===== config.mk =====
export PLATFORM = sky130hd
export DESIGN_NAME = instr_issue_unit
export DESIGN_NICKNAME = d
export VERILOG_FILES = /design/src/rtl/instr_issue_unit.sv
export SDC_FILE = /design/constraint.sdc
export NUM_CORES = 1
export LEC_CHECK = 0
export CAP_MARGIN = 30
export CELL_PAD_IN_SITES_DETAIL_PLACEMENT = 2
export CELL_PAD_IN_SITES_GLOBAL_PLACEMENT = 2
export CORE_MARGIN = 4
export CORE_UTILIZATION = 25
export DETAILED_ROUTE_END_ITERATION = 6
export PLACE_DENSITY = 0.86
export SYNTH_ARGS = -nofsm -noshare
export SYNTH_HDL_FRONTEND = slang
export SYNTH_SLANG_ARGS = --single-unit

===== constraint.sdc =====
create_clock -name clk -period 2.7 [get_ports clk]
set_input_delay 0.27 -clock clk [delete_from_list [all_inputs] [get_ports clk]]
set_output_delay 0.27 -clock clk [all_outputs]
set_load 0.01 [all_outputs]

===== src/rtl/instr_issue_unit.sv =====
// Instruction fetch/issue sequencer: reads 16-bit words from synchronous
// instruction memory and presents them to the control unit under valid/ready.
`timescale 1ns/1ps

module instr_issue_unit #(
    parameter int unsigned   AW       = 8,
    parameter logic [AW-1:0] RESET_PC = '0,
    parameter logic [3:0]    HALT_OP  = 4'b1110
) (
    input  logic          clk,
    input  logic          rst,
    output logic          imem_req,
    output logic [AW-1:0] imem_addr,
    input  logic [15:0]   imem_rdata,
    output logic          issue_valid,
    input  logic          issue_ready,
    output logic [15:0]   instr,
    output logic [3:0]    opcode,
    output logic [2:0]    funct,
    output logic [AW-1:0] pc,
    input  logic          redirect_valid,
    input  logic [AW-1:0] redirect_pc,
    input  logic          resume,
    output logic          halted,
    output logic [15:0]   retired
);

    localparam int unsigned IW = 16;
    localparam int unsigned CW = 16;

    typedef enum logic [2:0] {
        IDLE  = 3'd0,
        FETCH = 3'd1,
        WAIT  = 3'd2,
        ISSUE = 3'd3,
        HALT  = 3'd4
    } state_e;

    state_e          state_q, state_d;
    logic [AW-1:0]   pc_q, pc_d;
    logic [IW-1:0]   instr_q, instr_d;
    logic [CW-1:0]   retired_q, retired_d;
    logic            imem_req_q, imem_req_d;
    logic            issue_valid_q, issue_valid_d;
    logic            halted_q, halted_d;

    // Next-state, datapath update and registered-output decode
    always_comb begin
        state_d   = state_q;
        pc_d      = pc_q;
        instr_d   = instr_q;
        retired_d = retired_q;

        case (state_q)
            IDLE: begin
                state_d = FETCH;
            end
            FETCH: begin
                state_d = WAIT;
            end
            WAIT: begin
                instr_d = imem_rdata;
                state_d = ISSUE;
            end
            ISSUE: begin
                if (issue_valid_q && issue_ready) begin
                    retired_d = retired_q + CW'(1);
                    if (instr_q[15:12] == HALT_OP) begin
                        state_d = HALT;
                    end else if (redirect_valid) begin
                        pc_d    = redirect_pc;
                        state_d = FETCH;
                    end else begin
                        pc_d    = pc_q + AW'(1);
                        state_d = FETCH;
                    end
                end
            end
            HALT: begin
                if (resume) begin
                    pc_d    = pc_q + AW'(1);
                    state_d = FETCH;
                end
            end
            default: begin
                state_d = IDLE;
            end
        endcase

        // Status outputs are pure functions of the upcoming state
        imem_req_d    = (state_d == FETCH);
        issue_valid_d = (state_d == ISSUE);
        halted_d      = (state_d == HALT);
    end

    // State and output registers with synchronous reset
    always_ff @(posedge clk) begin
        if (rst) begin
            state_q       <= IDLE;
            pc_q          <= RESET_PC;
            instr_q       <= '0;
            retired_q     <= '0;
            imem_req_q    <= 1'b0;
            issue_valid_q <= 1'b0;
            halted_q      <= 1'b0;
        end else begin
            state_q       <= state_d;
            pc_q          <= pc_d;
            instr_q       <= instr_d;
            retired_q     <= retired_d;
            imem_req_q    <= imem_req_d;
            issue_valid_q <= issue_valid_d;
            halted_q      <= halted_d;
        end
    end

    assign imem_req    = imem_req_q;
    assign imem_addr   = pc_q;
    assign issue_valid = issue_valid_q;
    assign instr       = instr_q;
    assign opcode      = instr_q[15:12];
    assign funct       = instr_q[2:0];
    assign pc          = pc_q;
    assign halted      = halted_q;
    assign retired     = retired_q;

endmodule

==> results.toml, run 1 <==
[global_route]
first_global_vias = 2384
overflow = 0
grt_max_degree = 30
grt_pass1_wl_um = 12000
antenna_found_initial = 0
groute.usage.overall = 0.145

[worst_setup_path]
critPathBufInv = 0
rr_worst_depth = 4
cp-start-kind = "flop"
end_kind = "flop"
worstSetupPathType = "reg -> reg"
slowest_delay_ps = 450
cp.arrival_ps = 2270
path_cells = "nor2b_1 -> nand3_1 -> nor4_1 -> mux2_2"
cp_max_fo = 7
cp_slowest_cell = "dfxtp_1"
rrSetupSlack_ps = 630
cp.required_ps = 2900
critPathTopFamily = "simple AND/OR/NAND/NOR gates"
worstReg2RegStart = "state_q[1]"
timing.rr.end = "retired[14]"

[power]
p_leak_nw = 1.02
power_mw = 1.32
vdd_drop_max_mv = 0.203
powerDensity_nw_per_um2 = 427

[synthesis]
async_flop_share = 0
synth_edf_count = 0
netlist_instances = 267
syn_nets = 298
ys.flop_type = "dfxtp_1"
ys_warn_count = 0
syn_area_per_cell_sq_um = 8.16
yosys.cell_types.count = 42
yosysSeqAreaShare = 0.423
synth_area_sq_um = 2180
synth_seq_cells = 46

[clocking]
cts_made_buffers = 5
clk_pin_slew_ps = 90
htree_num_levels = 2
cts_hold_buf = 0
cts-root-buf = "clkbuf_8"
clock_latency_ps = 310
cts_sinks = 46
cts_setup_buffers = 0
clockBufferDepth = 2
cts_tree = "done"
ctsResizeCount = 0

[sta]
finalSetupViolCount = 0
rsz0062_at_grt = "false"
period_needed_ps = 2070
max_slew.worst_pin.slew_ps = 830
max_slew_margin = 0.447
max_freq_mhz = 483
slew_viol_final = 0
fin_tns_setup_ps = 0
skew_ps = 14.7
finalHoldViolations = 0
worst_hold_slack_ps = 467
finalCritPeriodShare = 0.767

[cells_and_area]
layout_common_cells = "85 x clkdlybuf4s50_1, 46 x dfxtp_1, 42 x nand2_1, 31 x a21oi_1, 19 x nor2_1"
layout.nets = 365
diodes = 0
layout_commonest_cell = "clkdlybuf4s50_1"
drive_above_1_share = 0.0448
area_delta_synth_final_pct = 42.3
final_cells = 440

[drt]
wl_met2_um = 3690
ant_nets = 0
top_layer_used = "met4"
drtIter0Drc = 19
drc_errors = 0
drt-vias-per-instance = 5.01
drtPass1Iterations = 4
wirelength_um = 7110
avgRoutedWirePerCell_um = 16.2
dr_total_vias = 2204
wl_met1_um = 3020
wl_met3_um = 289

[floorplan]
initial_core_util = 0.261
die_w_um = 101
coreArea_sq_um = 8340
dieArea_sq_um = 10300
pin_count = 87
rows = 33
dieHeight_um = 101

[outcome]
run_status = "complete, no violations"

[placement]
port_buffers = 86
placed_cells = 432
dp_hpwl_um = 5430
gp_congestion = 0.775

[worst_hold_path]
min_path_type = "reg -> reg"
holdPathEnd = "instr[6]"
worstHoldStart = "instr[6]"
min_path_cells = 2

[flow_run]
cap_violations = 0
worst max-delay path by stage:
stage                 from          end  slack [ps]  cells past startpoint
2_1_floorplan   state_q[2]   retired[7]         970                      5
3_3_place_gp   issue_ready  retired[15]         510                      5
3_5_place_dp   issue_ready   retired[7]         430                      5
4_1_cts         state_q[1]  retired[14]         600                      4
5_1_grt         state_q[1]  retired[14]         430                      4
6_report        state_q[1]  retired[14]         630                      4
final cells by class:
class | instances | area (sq um)
fill | 953 | 5240
multi-input combinational | 187 | 1070
sequential | 46 | 921
timing repair buffer | 88 | 871
tap | 105 | 131
clock buffer | 6 | 72.6
inverter | 6 | 22.5
clock inverter | 2 | 13.8
kinds of logic after synthesis:
logic type,synth area share
and+or+nand+nor,0.253
adders and majority gates,0.0115
DFF,0.423
buffers and inverters,0.0873
xor gates and xnor gates,0.0241
muxes,0.0287
AOI/OAI and AO/OA,0.173
stage by stage:
step	util	setup WS (ps)	cell area, sq um
global placement	0.361	515	3010
finish	0.372	629	3100
floorplan	-	966	2180
CTS	0.372	597	3100
global route	0.372	430	3100
detailed placement	0.361	430	3010
registers in the layout, indices dropped and copies added (netlist names):
signal	count
halted	1
imem_addr	8
imem_req	1
instr	16
issue_valid	1
retired	16
state_q	3
layer usage:
metal  vias up  GRT usage
met1      1079      0.175
met4         0     0.0460
met5         -          0
li1       1063          -
met3         9     0.0317
met2        53      0.256
cells in the mapped netlist (2+ instances only):
cell type / n / area share
xor2_1: 2 / 0.0080
nor3_1: 4 / 0.0092
o31ai_1: 6 / 0.021
dfxtp_1: 46 / 0.42
nand2_1: 42 / 0.072
buf_2: 2 / 0.0046
mux2i_1: 4 / 0.018
nor4_1: 4 / 0.011
a21oi_1: 31 / 0.071
nand2b_1: 3 / 0.0086
or4_1: 5 / 0.017
inv_1: 6 / 0.010
mux2_2: 2 / 0.010
ha_1: 2 / 0.011
buf_4: 16 / 0.055
clkbuf_1: 10 / 0.017
xnor2_1: 4 / 0.016
nor2_1: 19 / 0.033
a2bb2oi_1: 3 / 0.012
and3_1: 4 / 0.011
o32ai_1: 2 / 0.0080
nand4_1: 6 / 0.017
nand3_1: 9 / 0.021
o21ai_0: 9 / 0.021
nor2b_1: 4 / 0.011
or3_1: 4 / 0.011
a2111oi_0: 3 / 0.012
report_power, final:
part | internal, mW | switching (mW) | leakage, nW
Clock | 0.183 | 0.246 | 0.0452
Sequential | 0.697 | 0.0174 | 0.373
Combinational | 0.0960 | 0.0828 | 0.598
Total | 0.977 | 0.346 | 1.02
worst register-to-register path: cells and delay by family (launching register included):
family	cells	cell delay, ps
DFF	1	450
and+or+nand+nor	3	1150
muxes	1	370
No activity file was read; power rests on OpenSTA's default activity.
==> inputs of run 2 (changes only) <==
CORE_UTILIZATION = 24   (was 25)
PLACE_DENSITY = 0.83   (was 0.86)
clock period = 2 ns   (was 2.7 ns; I/O delays follow)
==> results.toml, run 2 (same netlist as run 1, synthesis figures left out) <==
[cells_and_area]
multi_input_area_sq_um = 1080
seq_area_sq_um = 926
fin_util = 0.366
layout_common_cells = "85 x clkdlybuf4s50_1, 42 x nand2_1, 42 x dfxtp_1, 31 x a21oi_1, 19 x nor2_1"
fill_cells = 1008
area_delta_synth_final_pct = 47.2
drive_above_1_share = 0.0814
layout.nets = 374
layout_commonest_cell = "clkdlybuf4s50_1"
diodes = 0

[worst_setup_path]
timing.rr.end = "retired[13]"
cp-start-kind = "flop"
end_kind = "flop"
rr_worst_depth = 4
rrSetupSlack_ps = 120
critPathBufInv = 0
worstReg2RegStart = "retired[4]"
path_cells = "nand3_1 -> or3_1 -> or4_1 -> a21oi_1"
cp_slowest_cell = "or4_1"
cp.required_ps = 2220
cp_max_fo = 6
path_depth = 4
slowest_delay_ps = 530
worstSetupPathType = "reg -> reg"
cp.arrival_ps = 2090
critPathTopFamily = "simple AND/OR/NAND/NOR gates"

[power]
vdd_drop_max_mv = 0.313
p_leak_nw = 1.07
powerDensity_nw_per_um2 = 598

[clocking]
cts_sinks = 46
cts-root-buf = "clkbuf_8"
cts_tree = "done"
htree_num_levels = 2
cts_hold_buf = 0
cts_made_buffers = 5
clock_latency_ps = 300
cts_setup_buffers = 0
clk_pin_slew_ps = 90
clockBufferDepth = 2

[flow_run]
cap_violations = 0

[global_route]
grt_pass1_wl_um = 12200
grt_max_degree = 35
first_global_vias = 2444
groute.usage.overall = 0.144
overflow = 0
antenna_found_initial = 0

[placement]
port_buffers = 86
gp_congestion = 0.767
dp_hpwl_um = 5550
pre_cts_slack_ps = -151

[drt]
drt-vias-per-instance = 4.91
ant_nets = 0
avgRoutedWirePerCell_um = 16.5
drtPass1Iterations = 4
drc_errors = 0
dr_total_vias = 2221
drtIter0Drc = 36
wirelength_um = 7440

[sta]
finalHoldViolations = 0
finalSetupViolCount = 0
finalCritPeriodShare = 0.938
max_slew_margin = 0.575
slew_viol_final = 0
rsz0062_at_grt = "false"
max_slew.worst_pin.slew_ps = 637
layout_setup_ws_ps = 124
skew_ps = 5.03
period_needed_ps = 1880
max_freq_mhz = 533
fin_tns_setup_ps = 0

[worst_hold_path]
holdPathEnd = "retired[2]"
min_path_type = "in -> reg"
worstHoldStart = "rst"
min_path_cells = 2

[floorplan]
die_w_um = 103
rows = 34
dieArea_sq_um = 10700
dieHeight_um = 103
initial_core_util = 0.249
pin_count = 87
coreArea_sq_um = 8760

[outcome]
run_status = "complete, no violations"
-- run 2: area by class of cell --
type	instances	share of cell area
multi-input combinational	187	0.336
timing repair buffer	97	0.293
sequential	46	0.289
tap	108	0.0422
clock buffer	7	0.0238
clock inverter	1	0.00937
inverter	6	0.00703
-- run 2: report_power, final --
| part | switching (mW) | internal (mW) | total, mW | leakage, nW |
|---|---|---|---|---|
| Clock | 0.324 | 0.375 | 0.699 | 0.0524 |
| Combinational | 0.114 | 0.136 | 0.250 | 0.643 |
| Sequential | 0.0247 | 0.942 | 0.967 | 0.374 |
| Total | 0.463 | 1.45 | 1.92 | 1.07 |
-- run 2: metal layers --
metal | global-route usage | wire, um | vias to the layer above
met5 | 0 | 0 | -
met1 | 0.177 | 3180 | 1094
met3 | 0.0282 | 254 | 4
met2 | 0.264 | 3960 | 43
met4 | 0.0239 | 36 | 0
li1 | - | - | 1080
-- run 2: through the flow --
step / total power, mW / cell area [sq um] / hold slack (ps) / std cells
after floorplan: 1.09 / 2180 / 336 / 267
after global placement: 1.23 / 3080 / 442 / 444
after detailed placement: 1.24 / 3080 / 452 / 444
after CTS: 1.94 / 3190 / 404 / 452
after global routing: 2.00 / 3210 / 444 / 452
final: 1.92 / 3210 / 408 / 452
-- run 2: how the worst max path moves through the flow --
stage           startpoint           to  slack (ps)
2_1_floorplan   state_q[2]   retired[7]         270
3_3_place_gp   issue_ready  retired[15]          -4
3_5_place_dp   issue_ready  retired[13]        -150
4_1_cts         state_q[2]  retired[13]          40
5_1_grt         retired[4]  retired[13]          50
6_report        retired[4]  retired[13]         120
-- run 2: repair_timing --
item / 4_1_cts / 5_1_grt
pin swaps: 0 / 0
setup endpoints to repair: 1 / 4
resized for setup: 1 / 7
==> inputs of run 3 (changes only) <==
TNS_END_PERCENT = 1   (was not set)
==> results of run 3 <==
No change in the layout: final DEF, timing and power equal those of run 2.
